`src/rtl/snd_vramarb_if.sv`:
```
// snd_vramarb_if: bundle between the two VRAM requesters, the VRAM read port and the arbiter
// slave  : arbiter side (takes req/adr/vif inputs, drives VRAM request, acks, steered valids, status)
// master : environment side (requesters plus VRAM interface)
interface snd_vramarb_if #(parameter int ADR_W = 23);
  logic             req0, req1;
  logic [ADR_W-1:0] adr0, adr1;
  logic             vif_sndack, vif_sndrdatavld;
  logic             snd_vramreq;
  logic [ADR_W-1:0] snd_vramadr;
  logic             ack0, ack1, rdvld0, rdvld1;
  logic             busy, err_tmo, err_stray;
  modport slave (
    input  req0, req1, adr0, adr1, vif_sndack, vif_sndrdatavld,
    output snd_vramreq, snd_vramadr, ack0, ack1, rdvld0, rdvld1, busy, err_tmo, err_stray
  );
  modport master (
    output req0, req1, adr0, adr1, vif_sndack, vif_sndrdatavld,
    input  snd_vramreq, snd_vramadr, ack0, ack1, rdvld0, rdvld1, busy, err_tmo, err_stray
  );
endinterface

```
`src/rtl/snd_vramarb.sv`:
```
// snd_vramarb: round-robin arbiter of the sound VRAM read port between playback (0) and effect (1) fetch
// clk/rst  : clock, asynchronous active-high reset
// bus      : req0/1+adr0/1 in, vif_sndack/vif_sndrdatavld in, snd_vramreq/adr, ack0/1, rdvld0/1,
//            busy, err_tmo, err_stray out
module snd_vramarb #(
  parameter int BURST_LEN = 4,
  parameter int ADR_W     = 23,
  parameter int TMO_CYC   = 255
) (
  input logic           clk,
  input logic           rst,
  snd_vramarb_if.slave  bus
);
  typedef enum logic [1:0] {IDLE, REQ, DATA} state_t;
  localparam logic [3:0] BL = 4'(BURST_LEN);
  localparam logic [7:0] TM = 8'(TMO_CYC);
  state_t           state_q, state_d;
  logic             owner_q, owner_d, last_grant_q, last_grant_d, req_q, req_d;
  logic             ack0_q, ack0_d, ack1_q, ack1_d, err_tmo_q, err_tmo_d, err_stray_q, err_stray_d;
  logic [3:0]       beat_cnt_q, beat_cnt_d;
  logic [7:0]       tmo_cnt_q, tmo_cnt_d;
  logic [ADR_W-1:0] adr_q, adr_d;
  logic             steer, winner, vld;
  assign vld    = bus.vif_sndrdatavld;
  // a beat arriving with the ack already belongs to the burst
  assign steer  = state_q == DATA || (state_q == REQ && bus.vif_sndack);
  assign winner = bus.req0 & bus.req1 ? ~last_grant_q : bus.req1;
  always_comb begin
    state_d      = state_q;
    owner_d      = owner_q;
    last_grant_d = last_grant_q;
    req_d        = req_q;
    adr_d        = adr_q;
    beat_cnt_d   = beat_cnt_q;
    tmo_cnt_d    = tmo_cnt_q;
    ack0_d       = 1'b0;
    ack1_d       = 1'b0;
    err_tmo_d    = err_tmo_q;
    err_stray_d  = err_stray_q | (vld & ~steer);
    case (state_q)
      IDLE: if (bus.req0 | bus.req1) begin
        owner_d = winner;
        adr_d   = winner ? bus.adr1 : bus.adr0;
        req_d   = 1'b1;
        state_d = REQ;
      end
      REQ: if (bus.vif_sndack) begin
        req_d        = 1'b0;
        ack0_d       = ~owner_q;
        ack1_d       = owner_q;
        last_grant_d = owner_q;
        beat_cnt_d   = {3'b000, vld};
        tmo_cnt_d    = 8'd0;
        state_d      = beat_cnt_d == BL ? IDLE : DATA;
      end
      DATA: if (vld) begin
        beat_cnt_d = beat_cnt_q + 4'd1;
        tmo_cnt_d  = 8'd0;
        state_d    = beat_cnt_d == BL ? IDLE : DATA;
      end else begin
        tmo_cnt_d = tmo_cnt_q + 8'd1;
        err_tmo_d = err_tmo_q | (tmo_cnt_d == TM);
        state_d   = tmo_cnt_d == TM ? IDLE : DATA;
      end
      default: state_d = IDLE;
    endcase
  end
  always_ff @(posedge clk or posedge rst)
    if (rst) begin
      state_q      <= IDLE;
      owner_q      <= 1'b0;
      last_grant_q <= 1'b1;
      req_q        <= 1'b0;
      adr_q        <= '0;
      beat_cnt_q   <= 4'd0;
      tmo_cnt_q    <= 8'd0;
      ack0_q       <= 1'b0;
      ack1_q       <= 1'b0;
      err_tmo_q    <= 1'b0;
      err_stray_q  <= 1'b0;
    end else begin
      state_q      <= state_d;
      owner_q      <= owner_d;
      last_grant_q <= last_grant_d;
      req_q        <= req_d;
      adr_q        <= adr_d;
      beat_cnt_q   <= beat_cnt_d;
      tmo_cnt_q    <= tmo_cnt_d;
      ack0_q       <= ack0_d;
      ack1_q       <= ack1_d;
      err_tmo_q    <= err_tmo_d;
      err_stray_q  <= err_stray_d;
    end
  assign bus.snd_vramreq = req_q;
  assign bus.snd_vramadr = adr_q;
  assign bus.ack0        = ack0_q;
  assign bus.ack1        = ack1_q;
  assign bus.rdvld0      = steer & vld & ~owner_q;
  assign bus.rdvld1      = steer & vld & owner_q;
  assign bus.busy        = state_q != IDLE;
  assign bus.err_tmo     = err_tmo_q;
  assign bus.err_stray   = err_stray_q;
endmodule

```
`src/flat_wrapper.sv`:
```
// flat-port wrapper written by rule: the top's interface ports become plain ports
module snd_vramarb_flat 
#(
  parameter int BURST_LEN = 4,
  parameter int ADR_W     = 23,
  parameter int TMO_CYC   = 255
)
  (clk, rst, bus_req0, bus_req1, bus_adr0, bus_adr1, bus_vif_sndack, bus_vif_sndrdatavld, bus_snd_vramreq, bus_snd_vramadr, bus_ack0, bus_ack1, bus_rdvld0, bus_rdvld1, bus_busy, bus_err_tmo, bus_err_stray);
  snd_vramarb_if #(.ADR_W(ADR_W)) bus_i ();
  input logic clk;
  input logic rst;
  input wire logic [$bits(bus_i.req0)-1:0] bus_req0;
  input wire logic [$bits(bus_i.req1)-1:0] bus_req1;
  input wire logic [$bits(bus_i.adr0)-1:0] bus_adr0;
  input wire logic [$bits(bus_i.adr1)-1:0] bus_adr1;
  input wire logic [$bits(bus_i.vif_sndack)-1:0] bus_vif_sndack;
  input wire logic [$bits(bus_i.vif_sndrdatavld)-1:0] bus_vif_sndrdatavld;
  output wire logic [$bits(bus_i.snd_vramreq)-1:0] bus_snd_vramreq;
  output wire logic [$bits(bus_i.snd_vramadr)-1:0] bus_snd_vramadr;
  output wire logic [$bits(bus_i.ack0)-1:0] bus_ack0;
  output wire logic [$bits(bus_i.ack1)-1:0] bus_ack1;
  output wire logic [$bits(bus_i.rdvld0)-1:0] bus_rdvld0;
  output wire logic [$bits(bus_i.rdvld1)-1:0] bus_rdvld1;
  output wire logic [$bits(bus_i.busy)-1:0] bus_busy;
  output wire logic [$bits(bus_i.err_tmo)-1:0] bus_err_tmo;
  output wire logic [$bits(bus_i.err_stray)-1:0] bus_err_stray;
  assign bus_i.req0 = bus_req0;
  assign bus_i.req1 = bus_req1;
  assign bus_i.adr0 = bus_adr0;
  assign bus_i.adr1 = bus_adr1;
  assign bus_i.vif_sndack = bus_vif_sndack;
  assign bus_i.vif_sndrdatavld = bus_vif_sndrdatavld;
  assign bus_snd_vramreq = bus_i.snd_vramreq;
  assign bus_snd_vramadr = bus_i.snd_vramadr;
  assign bus_ack0 = bus_i.ack0;
  assign bus_ack1 = bus_i.ack1;
  assign bus_rdvld0 = bus_i.rdvld0;
  assign bus_rdvld1 = bus_i.rdvld1;
  assign bus_busy = bus_i.busy;
  assign bus_err_tmo = bus_i.err_tmo;
  assign bus_err_stray = bus_i.err_stray;
  snd_vramarb #(.BURST_LEN(BURST_LEN), .ADR_W(ADR_W), .TMO_CYC(TMO_CYC)) u_core (.clk(clk), .rst(rst), .bus(bus_i));
endmodule
```
`config.mk`:
```
export PLATFORM = sky130hd
export DESIGN_NAME = snd_vramarb_flat
export DESIGN_NICKNAME = d
export VERILOG_FILES = /design/src/rtl/snd_vramarb_if.sv /design/src/rtl/snd_vramarb.sv /design/src/flat_wrapper.sv
export SDC_FILE = /design/constraint.sdc
export NUM_CORES = 1
export LEC_CHECK = 0
export BUFFER_PORTS_ARGS = -buffer_cell sky130_fd_sc_hd__buf_2
export CORE_MARGIN = 2
export CORE_UTILIZATION = 48
export CTS_CLUSTER_DIAMETER = 30
export DETAILED_ROUTE_END_ITERATION = 7
export GPL_TIMING_DRIVEN = 0
export PLACE_DENSITY = 0.88
export SLEW_MARGIN = 0
export SYNTH_ARGS = -nofsm -noshare
export SYNTH_HDL_FRONTEND = slang
export SYNTH_SLANG_ARGS = --single-unit
```
`constraint.sdc`:
```
create_clock -name clk -period 2.1 [get_ports clk]
set_input_delay 0.21 -clock clk [delete_from_list [all_inputs] [get_ports clk]]
set_output_delay 0.21 -clock clk [all_outputs]
set_load 0.01 [all_outputs]
```
Word level (Yosys, flattened, before mapping)
Cells that the tools add are included.
{ "word_totals": {"ff_bits": 44, "output_inout_bits": 31, "wordCells": 66} }
{ "classes": {"n_addsub": 2, "eq_ne": 7, "n_mux": 21, "n_bitwise": 12, "n_reduce_logical": 13} }
{ "op_table": {"columns": ["operator", "count"], "rows": [
  ["23-bit two-way mux", 1],
  ["8-bit two-way mux", 2],
  ["8-bit one-hot mux with 2 select lines", 1],
  ["2-bit two-way mux", 5],
  ["2-bit AND reduction", 5],
  ["8-bit by 1-bit adder with 8-bit output (second input constant)", 1],
  ["8-bit equality test (second input constant)", 1],
  ["4-bit two-way mux", 2],
  ["4-bit one-hot mux with 2 select lines", 1],
  ["1-bit two-way mux", 7],
  ["2-bit one-hot mux with 3 select lines", 1],
  ["3-bit AND reduction", 2],
  ["2-bit nonzero test", 3],
  ["1-bit bitwise AND", 5],
  ["4-bit by 1-bit adder with 4-bit output (second input constant)", 1],
  ["4-bit by 3-bit equality test with 1-bit output (second input constant)", 1],
  ["2-bit != test (second input constant)", 2],
  ["1-bit inverter", 4],
  ["1-bit OR", 3],
  ["2-bit by 1-bit equality test with 1-bit output (second input constant)", 1],
  ["2-bit equality test (second input constant)", 1],
  ["2-bit logical NOT", 1],
  ["2-bit by 1-bit != test with 1-bit output (second input constant)", 1],
  ["1-bit one-hot mux with 2 select lines", 1],
  ["2 further kinds", 2]
]} }

Logic depth before layout (Yosys ltp)
Gate-level depths: netlist (run 1).
{ "logic_depth": {"word_depth": 6, "depth_mapped": 7} }

Least setup slack after synthesis (run 1)
Ideal clock, no wire load.
{ "synth_path": {"kind": "reg-to-reg", "startpoint": "register u_core.tmo_cnt_q[0]", "endpoint": "register u_core.state_q[1]", "setup_time_ns": 0.127, "arrival_time_ns": 1.465, "setup_slack_ns": 0.508, "stages_incl_launch_ff": 6, "path_buffers": 0, "synth_period_minus_slack_ns": 1.592, "cell_sequence": "dfrtp_1 ha_1 xnor2_1 or3_4 o31ai_1 a21oi_1"} }
{ "synth_between": {"elab_chain_cells": 5} }
{ "synth_rtl": {"columns": ["item", "line_no", "text"], "rows": [
  ["start, declared", "snd_vramarb.sv:21", "logic [7:0] tmo_cnt_q, tmo_cnt_d;"],
  ["start signal, assigned", "snd_vramarb.sv:88", "tmo_cnt_q <= tmo_cnt_d;"],
  ["8-bit by 1-bit adder with 8-bit output", "snd_vramarb.sv:61", "tmo_cnt_d = tmo_cnt_q + 8'd1;"],
  ["8-bit equality test", "snd_vramarb.sv:63", "state_d = tmo_cnt_d == TM ? IDLE : DATA;"],
  ["2-bit two-way mux", "snd_vramarb.sv:63", null],
  ["2-bit two-way mux", "snd_vramarb.sv:56", "DATA: if (vld) begin"],
  ["2-bit one-hot mux with 3 select lines", "snd_vramarb.sv:40", "case (state_q)"],
  ["end signal, assigned", "snd_vramarb.sv:82", "state_q <= state_d;"],
  ["end, declared", "snd_vramarb.sv:17", "state_t state_q, state_d;"]
]} }
Every way passes these cells.
A chain may end at the register's enable or synchronous reset.

Worst setup path in the final report (run 1)
{ "layout_path": {"startpoint": "register u_core.state_q[0]", "endpoint": "output bus_rdvld1"} }
{ "layout_between": {"elab_chain_cells": 5, "word_cells_on_any_way": 6, "cone_classes": "eq/ne: 2; bitwise: 2; reduce/logical: 2"} }
{ "layout_rtl": {"columns": ["item", "line_no", "text"], "rows": [
  ["2-bit by 1-bit equality test with 1-bit output", "snd_vramarb.sv:26", "assign steer = state_q == DATA || (state_q == REQ && bus.vif_sndack);"],
  ["1-bit logical AND", "snd_vramarb.sv:26", null],
  ["1-bit logical OR (*)", "snd_vramarb.sv:26", null],
  ["1-bit bitwise AND (*) (2 in a row)", "snd_vramarb.sv:99", "assign bus.rdvld1 = steer & vld & owner_q;"],
  ["end, declared", "flat_wrapper.sv:23", "output wire logic [$bits(bus_i.rdvld1)-1:0] bus_rdvld1;"]
]} }
Mark *: on every way between the ends. The rest lies on a longest branch, timed or not.

==> results.md, run 1 <==
* Status: complete, no violations
* # diodes at 0
* Chip Height at a little over 70 um
* Power per standard cell area at between 1000 and 1500 nW/um^2
* Via Count at ~1,900
* Pin count of the biggest net entering global routing at between 40 and 50
* Antenna violations before repair at 0
* Slowest Stage Delay on Critical Path at ~450 ps
* Final Max Slew Viols at 0
* Final Hold Vio Count at 0
* Top-area cell type share of the netlist area at between 40% and 50%
* Via/cell ratio at approximately 5.3
* Worst Path Required at ~1900 ps
* DRC violations left at 0
* R2R setup slack at ~300 ps
* Reg2Reg Capture Point: u_core.state_q[1]$_DFFE_PP0P_
* Worst-path clk slew at 80 ps
* Total Power at about 3400 uW
* Max Fanout on Critical Path at 11
* Initial Util at between 40 and 50%
* Max transition margin at 40.2%
* Max Cap Viol at 0
* Layout cells sized above 1 at between 30% and 40%
* Setup TNS at 0 ps
* Worst-path cell chain: inv_2 > nor3_1 > nor2_2 > nor3b_1 > buf_2
* I/O Pins at just over 80
* Asr flop ratio synth at 100%
* Post-CTS sizing at 0
* Reg-to-reg startpoint: u_core.tmo_cnt_q[0]$_DFFE_PP0P_
* CTS Hold Bufs at 0
* IO Port Bufs at 82
* Synth Net Count at roughly 280
* Maximum clock frequency at 517 MHz
* R2R depth at 6
* Area growth, synth to finish at 27.0%
* Multi-input combinational cell area at between 900 and 1000 um^2
* Die Width at slightly above 70 um
* # H-tree levels at 2
* Deepest clock path buffer count at 2
* Mapped cell area at approximately 2200 um^2
* Synth unique cells at 35
* CTS Sinks at between 40 and 50
* Worst Path Arrival at 1720 ps
* Final period util at between 90 and 100%
* Vias in the first global route at 1,862
* CTS tree: done
* Grt ovf at 0
* DR iter-0 viols at 85
* Lkg Pwr at around 0.0013 uW
* CP Capture Type: primary output
* Global routing's busiest layer: met2
* Fillcell total at between 300 and 400
* Syn Inst Count at between 200 and 250
* Root buffer cell: clkbuf_8
* Rows at 24
* Sequential Area at around 1100 um^2
* Main synth FF type: dfrtp_1
* Wire per inst at approximately 14 um
* Setup bufs post-CTS at 0
* Antenna Nets Post-Route at 0
* CP max stage cell: dfrtp_1
* Nets at between 300 and 400
* Final setup viols at 0
* Min Tclk post-route at around 1900 ps
* CORE AREA at ~4400 um^2
* Critical path type: reg -> out
* Worst Setup Start Kind: flip-flop
* Cts bufs inserted at 5
* Synth warnings at 0
* Synth area leaders: dfrtp_1 (50%), mux2i_1 (11%), nor2_1 (6.6%)
* Clock latency on the worst-skew pair at 300 ps
* Seq cells post-synth at 44
* GRT met3 Usage at slightly below 5%
* Number of synthesized flops with an enable pin at 0
* Global Route Usage Sum at around a fifth
* Worst VDD drop at between 0.7 and 0.8 mV
* Die area at slightly above 5000 um^2
* Drt pass-1 iters at 4
* Worst min path class: in -> async
* Met1 global-route usage at about 27%
* Sequential share of the synthesized area at 51.1%
* RSZ-0062 raised after global routing: no
* Area leader, netlist: dfrtp_1
* HPWL Detailed at approximately 3.6 mm
* Worst-Margin Slew at about 900 ps
* Global-route wire length before repair at 8.41 mm
* Final GP Congestion at roughly 0.76
* Routed Wire Length at 4.95 mm
* Clock skew at around 6.8 ps
* Synth Area per Inst at 9.80 um^2
* Met2 usage at between 30% and 40%
[worst max-delay path, delay by kind of cell, from the launching register on]
family | cells | cell delay, ps
buffers and inverters | 2 | 220
and+or+nand+nor | 3 | 750
DFF | 1 | 450
[worst max path at each step]
stage / startpoint / endpoint / slack [ps]
after floorplan: u_core.tmo_cnt_q[0]$_DFFE_PP0P_ / u_core.state_q[1]$_DFFE_PP0P_ / 510
after global placement: rst / u_core.bus.snd_vramadr[3]$_DFFE_PP0P_ / 300
after detailed placement: u_core.tmo_cnt_q[0]$_DFFE_PP0P_ / u_core.state_q[1]$_DFFE_PP0P_ / 350
after CTS: u_core.state_q[0]$_DFFE_PP0P_ / bus_rdvld1 / 20
after global routing: u_core.state_q[0]$_DFFE_PP0P_ / bus_rdvld0 / 30
final: u_core.state_q[0]$_DFFE_PP0P_ / bus_rdvld1 / 170
[per-layer routing]
metal  part of all wire [%]  wire (um)  vias to the layer above
met5                      0          0                        -
met4                    1.1         54                        0
met2                     50       2490                       55
met3                    5.4        265                        7
met1                     43       2140                      904
li1                       -          -                      933
[cell usage after synthesis (all sizes together), types with 2 or more instances]
master,n
buf,7
a21o,4
a22o,2
nor2b,2
clkbuf,4
o31ai,2
dfrtp,43
nor3,3
nand3,7
mux2i,23
a21oi,28
and2,2
nor3b,3
ha,4
nand2,12
o41ai,2
nor2,38
o21ai,14
inv,7
xnor2,4
a21boi,2
[per-stage QoR]
step,area (um^2),setup slack [ps],instances,util [%],hold WS [ps]
CTS,2740,19.8,362,62.9,139
global route,2740,33.6,361,62.9,194
finish,2740,167,361,62.9,104
global placement,2630,305,354,60.5,439
floorplan,2160,508,220,-,327
detailed placement,2630,355,354,60.5,438
[where the power goes]
| part | internal [uW] | switching (uW) | leakage [uW] |
|---|---|---|---|
| combinational | 539 | 800 | 0.000753 |
| clock | 353 | 283 | 0.0000552 |
| sequential | 1160 | 212 | 0.000520 |
| total | 2060 | 1290 | 0.00133 |
[sequential cells by signal, summed over array words and instances (netlist names)]
signal                  flops
u_core.bus.ack0             1
u_core.owner_q              1
u_core.beat_cnt_q           4
u_core.bus.snd_vramadr     23
u_core.bus.err_stray        1
u_core.bus.snd_vramreq      1
u_core.bus.ack1             1
u_core.bus.err_tmo          1
u_core.last_grant_q         1
u_core.tmo_cnt_q            8
u_core.state_q              2
[cell type report]
type                    count  area share [%]
inverters                   7           0.959
well taps                  52            2.38
multi-input cells         158            35.8
clock inverters             2            1.28
repair buffers             82            15.0
plain buffers              10            1.74
flip-flops and latches     44            40.2
clock buffers               6            2.65
[kinds of logic after synthesis]
logic type               share of synthesized area [%]
AO/OA/AOI/OAI                                     14.8
XOR/XNOR                                          2.38
adder cells (fa/ha/maj)                           2.32
buffers and inverters                             3.60
flip-flops                                        51.1
multiplexers                                      10.7
AND/OR/NAND/NOR                                   15.1
[layout by cell type (no fill, tap or decap), types with 4 or more instances in the layout]
cell type	synthesis	layout
buf_2	5	87
dfrtp_1	43	43
nor2_1	38	37
a21oi_1	28	28
mux2i_1	23	23
nand2_1	12	12
o21ai_0	12	12
nand3_1	6	6
inv_1	6	5
clkbuf_8	0	5
clkbuf_1	4	4
a21o_1	4	4
ha_1	4	4
(Power assumes the default switching activity.)
==> run 2: changes to the inputs <==
CORE_ASPECT_RATIO = 1.2   (was unset)
==> results.md, run 2 (synthesis results as in run 1) <==
* Worst Path Arrival at 1690 ps (-30 ps)
* Die area at 5050 um^2 (about the same)
* Rows at 26 (+8.3%)
* Worst min path class: in -> async
* Layout cells sized above 1 at 33.7% (+0.32 points)
* Initial Util at 50.2% (+0.69 points)
* Commonest non-fill, non-tap cells in the layout: buf_2 (87), dfrtp_1 (43), nor2_1 (37)
* Worst Setup Start Kind: flip-flop
* Pin count of the biggest net entering global routing at 45 (unchanged)
* Final Hold Vio Count at 0 (unchanged)
* CP Capture Type: primary output
* CORE AREA at 4290 um^2 (-1.4%)
* Final non-filler cell total at 365 (+1.1%)
* Via Count at 1,954 (+2.9%)
* IO Port Bufs at 82 (unchanged)
* HPWL Detailed at 3.85 mm (+5.9%)
* Routed Wire Length at 5.14 mm (+3.8%)
* Status: complete, no violations
* I/O Pins at 83 (unchanged)
* Max transition margin at 40.8% (+0.65 points)
* Maximum clock frequency at 527 MHz (+1.9%)
* Vias in the first global route at 1,934 (+3.9%)
* Hold_ws at 98.3 ps (-5.91 ps)
* Final Max Slew Viols at 0 (unchanged)
* Max Fanout on Critical Path at 11 (unchanged)
* Die Width at 65.2 um (-8.2%)
* Worst Path Required at 1890 ps (about the same)
* Commonest non-fill, non-tap cell in the layout: buf_2
* Wire per inst at 14.1 um (+2.6%)
* Via/cell ratio at 5.35 (+1.8%)
* Final GP Congestion at 0.790 (+3.3%)
* CTS tree: done
* Area growth, synth to finish at 28.1%
* Grt ovf at 0 (unchanged)
* Nets at 364 (unchanged)
* Clock skew at 7.14 ps (+0.306 ps)
* Reg-to-reg startpoint: u_core.tmo_cnt_q[0]$_DFFE_PP0P_
* Max Cap Viol at 0 (unchanged)
* Root buffer cell: clkbuf_8
* Worst VDD drop at 0.965 mV (+37%)
* Worst-path clk slew at 80 ps (about the same)
* Final setup viols at 0 (unchanged)
* Antenna Nets Post-Route at 0 (unchanged)
* Total Power at 3460 uW (+3.2%)
* Setup TNS at 0 ps (unchanged)
* Min Tclk post-route at 1900 ps (-36.4 ps)
* CTS Sinks at 44 (unchanged)
* Placed insts at 358 (+1.1%)
* # H-tree levels at 2 (unchanged)
* Global Route Usage Sum at 22.1% (+1.1 points)
* Lkg Pwr at 0.00134 uW (+0.70%)
* DR iter-0 viols at 91 (+7.1%)
* Final period util at 90.3% (-1.7 points)
* Deepest clock path buffer count at 2 (unchanged)
* # diodes at 0 (unchanged)
* Chip Height at 77.4 um (+9.0%)
* Drt pass-1 iters at 4 (unchanged)
* Cts bufs inserted at 5 (unchanged)
* Clock latency on the worst-skew pair at 300 ps (about the same)
* Power per standard cell area at 1250 nW/um^2 (+2.3%)
* DRC violations left at 0 (unchanged)
* Antenna violations before repair at 0 (unchanged)
* Worst-Margin Slew at 886 ps (-9.66 ps)
* Critical Path Start: u_core.state_q[0]$_DFFE_PP0P_
* RSZ-0062 raised after global routing: no
* Setup bufs post-CTS at 0 (unchanged)
* Critical path type: reg -> out
* Fillcell total at 342 (+1.8%)
* Largest register FFs at 23 (unchanged)
* Global-route wire length before repair at 8.61 mm (+2.4%)
-- run 2: cell count changes in the layout (fill, tap and decap cells not counted), sizes merged --
| cell | delta |
|---|---|
| clkinv | -1 |
| clkbuf | +1 |
-- run 2: path summary, 6_finish.rpt --
path	to	slack (ps)	cells after the start
min in group clk	u_core.bus.snd_vramadr[8]$_DFFE_PP0P_	200	3
min	u_core.bus.err_stray$_DFF_PP0_	100	2
max reg2reg	u_core.state_q[1]$_DFFE_PP0P_	270	6
max	bus_rdvld1	200	5
max in group asynchronous	u_core.bus.snd_vramadr[1]$_DFFE_PP0P_	1450	2
min reg2reg	u_core.bus.ack0$_DFF_PP0_	460	1
-- run 2: metal layers --
metal | part of all wire (%) | up-vias | wire, um | global-route usage (%)
li1 | - | 932 | - | -
met1 | 38 | 910 | 1930 | 26.3
met2 | 51 | 102 | 2640 | 37.4
met3 | 9.0 | 10 | 464 | 6.96
met4 | 1.9 | 0 | 97 | 7.71
met5 | 0 | - | 0 | 0
-- run 2: repair_timing --
item,CTS,global route
resized for setup,0,1
endpoints found under the setup margin,0,2
hold buffers,0,0
-- run 2: worst max-delay path: stages, from the launching register on --
cell,delay [ps]
dfrtp_1,460
inv_2,70
nor3_1,310
nor2_2,190
nor3b_1,200
buf_2,150
-- run 2: stage by stage --
step | instance area [um^2] | util, % | setup WS (ps)
floorplan | 2160 | - | 508
global placement | 2640 | 61.4 | 308
detailed placement | 2640 | 61.4 | 281
CTS | 2760 | 64.4 | 56.6
global route | 2760 | 64.3 | 46.6
finish | 2760 | 64.3 | 203
-- run 2: cell type report --
cell class | count | area (um^2) | share of cell area, %
clock inverters | 1 | 30.0 | 1.09
clock buffers | 7 | 96.3 | 3.49
repair buffers | 82 | 410 | 14.9
flip-flops and latches | 44 | 1100 | 39.9
inverters | 7 | 26.3 | 0.951
multi-input cells | 158 | 980 | 35.5
plain buffers | 10 | 47.5 | 1.72
well taps | 56 | 70.1 | 2.54
-- run 2: power breakdown --
group / switching, uW / internal, uW / leakage [uW]
Clock: 291 / 420 / 0.0000645
Sequential: 228 / 1160 / 0.000520
Combinational: 815 / 540 / 0.000753
Total: 1330 / 2120 / 0.00134
==> run 3: changes to the inputs <==
CORE_UTILIZATION = 45   (was 48)
PLACE_DENSITY = 0.83   (was 0.88)
==> results.md, run 3 (synthesis results as in run 1) <==
* Status: complete, no violations
* Max Cap Viol at 0 (unchanged)
* Lkg Pwr at 0.00131 uW (-1.7%)
* Sequential Area at 1100 um^2 (unchanged)
* Critical path buffer and inverter count at 2 (unchanged)
* Final Max Slew Viols at 0 (unchanged)
* Sequential Power Share at 42.4% (+2.1 points)
* Worst-Margin Slew at 900 ps (+13.5 ps)
* Drt pass-1 iters at 4 (unchanged)
* Die area at 5370 um^2 (+6.3%)
* Deepest clock path buffer count at 2 (unchanged)
* IO Port Bufs at 82 (unchanged)
* Reg-to-reg startpoint: u_core.tmo_cnt_q[0]$_DFFE_PP0P_
* Via/cell ratio at 5.19 (-3.0%)
* Setup bufs post-CTS at 0 (unchanged)
* Final worst setup slack at 172 ps (-31.0 ps)
* Largest register FFs at 23 (unchanged)
* Int Pwr at 1940 uW (-8.8%)
* Multi-input combinational cell area at 980 um^2 (unchanged)
* Vias in the first global route at 1,767 (-8.6%)
* Commonest non-fill, non-tap cells in the layout: buf_2 (87), dfrtp_1 (43), nor2_1 (37)
* Clock share of power at 16.3% (-4.3 points)
* Final Hold Vio Count at 0 (unchanged)
* Slowest Stage Delay on Critical Path at 440 ps (-20 ps)
* Global-route wire length before repair at 7.82 mm (-9.1%)
* Area growth, synth to finish at 26.3%
* Max transition margin at 39.9% (-0.90 points)
* Chip Height at 79.8 um (+3.1%)
* Final GP Congestion at 0.765 (-3.1%)
* Clock skew at 6.06 ps (-1.08 ps)
* CTS tree: done
* Min Tclk post-route at 1930 ps (+31.0 ps)
* CORE AREA at 4590 um^2 (+7.0%)
* Worst Path Arrival at 1720 ps (+30 ps)
* Setup TNS at 0 ps (unchanged)
* Clock latency on the worst-skew pair at 300 ps (about the same)
* HPWL Detailed at 3.53 mm (-8.3%)
* CP max stage cell: dfrtp_1
* DR iter-0 viols at 52 (-43%)
* I/O Pins at 83 (unchanged)
* CTS Hold Bufs at 0 (unchanged)
* Initial Util at 46.9% (-3.3 points)
* Routed Wire Length at 4.80 mm (-6.5%)
* Post-CTS sizing at 0 (unchanged)
* CTS Sinks at 44 (unchanged)
* Antenna violations before repair at 0 (unchanged)
* Maximum clock frequency at 519 MHz (-1.6%)
* Worst Setup Start Kind: flip-flop
* # H-tree levels at 2 (unchanged)
* Worst-path clk slew at 90 ps (about the same)
* Worst-path cell chain: inv_2 > nor3_1 > nor2_2 > nor3b_1 > buf_2
* Antenna Nets Post-Route at 0 (unchanged)
* R2R setup slack at 300 ps (+30 ps)
* Reg2Reg Capture Point: u_core.state_q[1]$_DFFE_PP0P_
* CP Capture Type: primary output
* Global Route Usage Sum at 19.3% (-2.9 points)
* Switch Pwr at 1310 uW (-1.8%)
* Worst min path class: in -> async
* Cell family with most CP delay: simple AND/OR/NAND/NOR gates
* Wire per inst at 13.1 um (-7.0%)
* Nets at 364 (unchanged)
* Layout cells sized above 1 at 33.3% (-0.32 points)
* Rows at 27 (+3.8%)
* Critical path type: reg -> out
* Power per standard cell area at 1190 nW/um^2 (-4.8%)
* Via Count at 1,905 (-2.5%)
* Final setup viols at 0 (unchanged)
* Die Width at 67.2 um (+3.1%)
* R2R depth at 5 (-1)
* Worst Path Required at 1890 ps (about the same)
* Place WS at 311 ps (+29.5 ps)
* Commonest non-fill, non-tap cell in the layout: buf_2
* Grt ovf at 0 (unchanged)
* Sw frac at 40.4% (+1.8 points)
* DRC violations left at 0 (unchanged)
* # diodes at 0 (unchanged)
* Cts bufs inserted at 5 (unchanged)
* Final period util at 91.8% (+1.5 points)
* Root buffer cell: clkbuf_8
* Worst VDD drop at 0.674 mV (-30%)
* RSZ-0062 raised after global routing: no
* Comb pwr share at 41.3% (+2.1 points)
* Fillcell total at 397 (+16%)
* Max Fanout on Critical Path at 11 (unchanged)
* Pin count of the biggest net entering global routing at 45 (unchanged)
==> run 3: cell types whose count changed in the layout (fill, tap and decap cells not counted) <==
cell / delta
clkbuf_8: -2
clkbuf_1: +1
bufinv_16: -1
clkinv_2: +1
clkinvlp_4: +1
==> run 3: worst max-delay path by stage <==
stage | start | endpoint | slack [ps] | cells after the start
after floorplan | u_core.tmo_cnt_q[0]$_DFFE_PP0P_ | u_core.state_q[1]$_DFFE_PP0P_ | 510 | 5
after global placement | rst | u_core.bus.snd_vramadr[6]$_DFFE_PP0P_ | 310 | 2
after detailed placement | u_core.tmo_cnt_q[0]$_DFFE_PP0P_ | u_core.state_q[1]$_DFFE_PP0P_ | 310 | 5
after CTS | u_core.state_q[0]$_DFFE_PP0P_ | bus_rdvld1 | 20 | 6
after global routing | u_core.state_q[0]$_DFFE_PP0P_ | bus_rdvld1 | 30 | 5
final | u_core.state_q[0]$_DFFE_PP0P_ | bus_rdvld1 | 170 | 5
==> run 3: power groups by stage <==
stage | combinational, uW | clock [uW] | sequential (uW)
3_5_place_dp | 1350 | 0 | 1380
2_1_floorplan | 735 | 0 | 1470
5_1_grt | 1500 | 566 | 1420
4_1_cts | 1350 | 538 | 1370
6_report | 1340 | 530 | 1380
3_3_place_gp | 1300 | 0 | 1370
==> run 3: layout make-up <==
cell class / count / share of cell area [%]
sequential: 44 / 40.5
buffer: 10 / 1.75
inverter: 7 / 0.965
clock buffer: 6 / 2.66
timing repair buffer: 82 / 15.1
tap: 58 / 2.66
multi-input combinational: 158 / 36.0
clock inverter: 2 / 0.459
==> run 3: per-stage QoR <==
| step | utilization, % | power, uW | hold slack [ps] | area (um^2) | std cells |
|---|---|---|---|---|---|
| after detailed placement | 57.5 | 2730 | 447 | 2640 | 360 |
| after global routing | 59.3 | 3480 | 168 | 2720 | 367 |
| after global placement | 57.5 | 2670 | 439 | 2640 | 360 |
| after CTS | 59.3 | 3260 | 128 | 2730 | 368 |
| after floorplan | - | 2210 | 327 | 2160 | 220 |
| final | 59.3 | 3250 | 96.8 | 2720 | 367 |
==> run 3: routing by layer <==
metal  up-vias  GRT usage, %  wire length, um
li1        932             -                -
met3         7          5.78              382
met5         -             0                0
met4         0          6.73               74
met1       883          24.3             2020
met2        83          31.1             2330
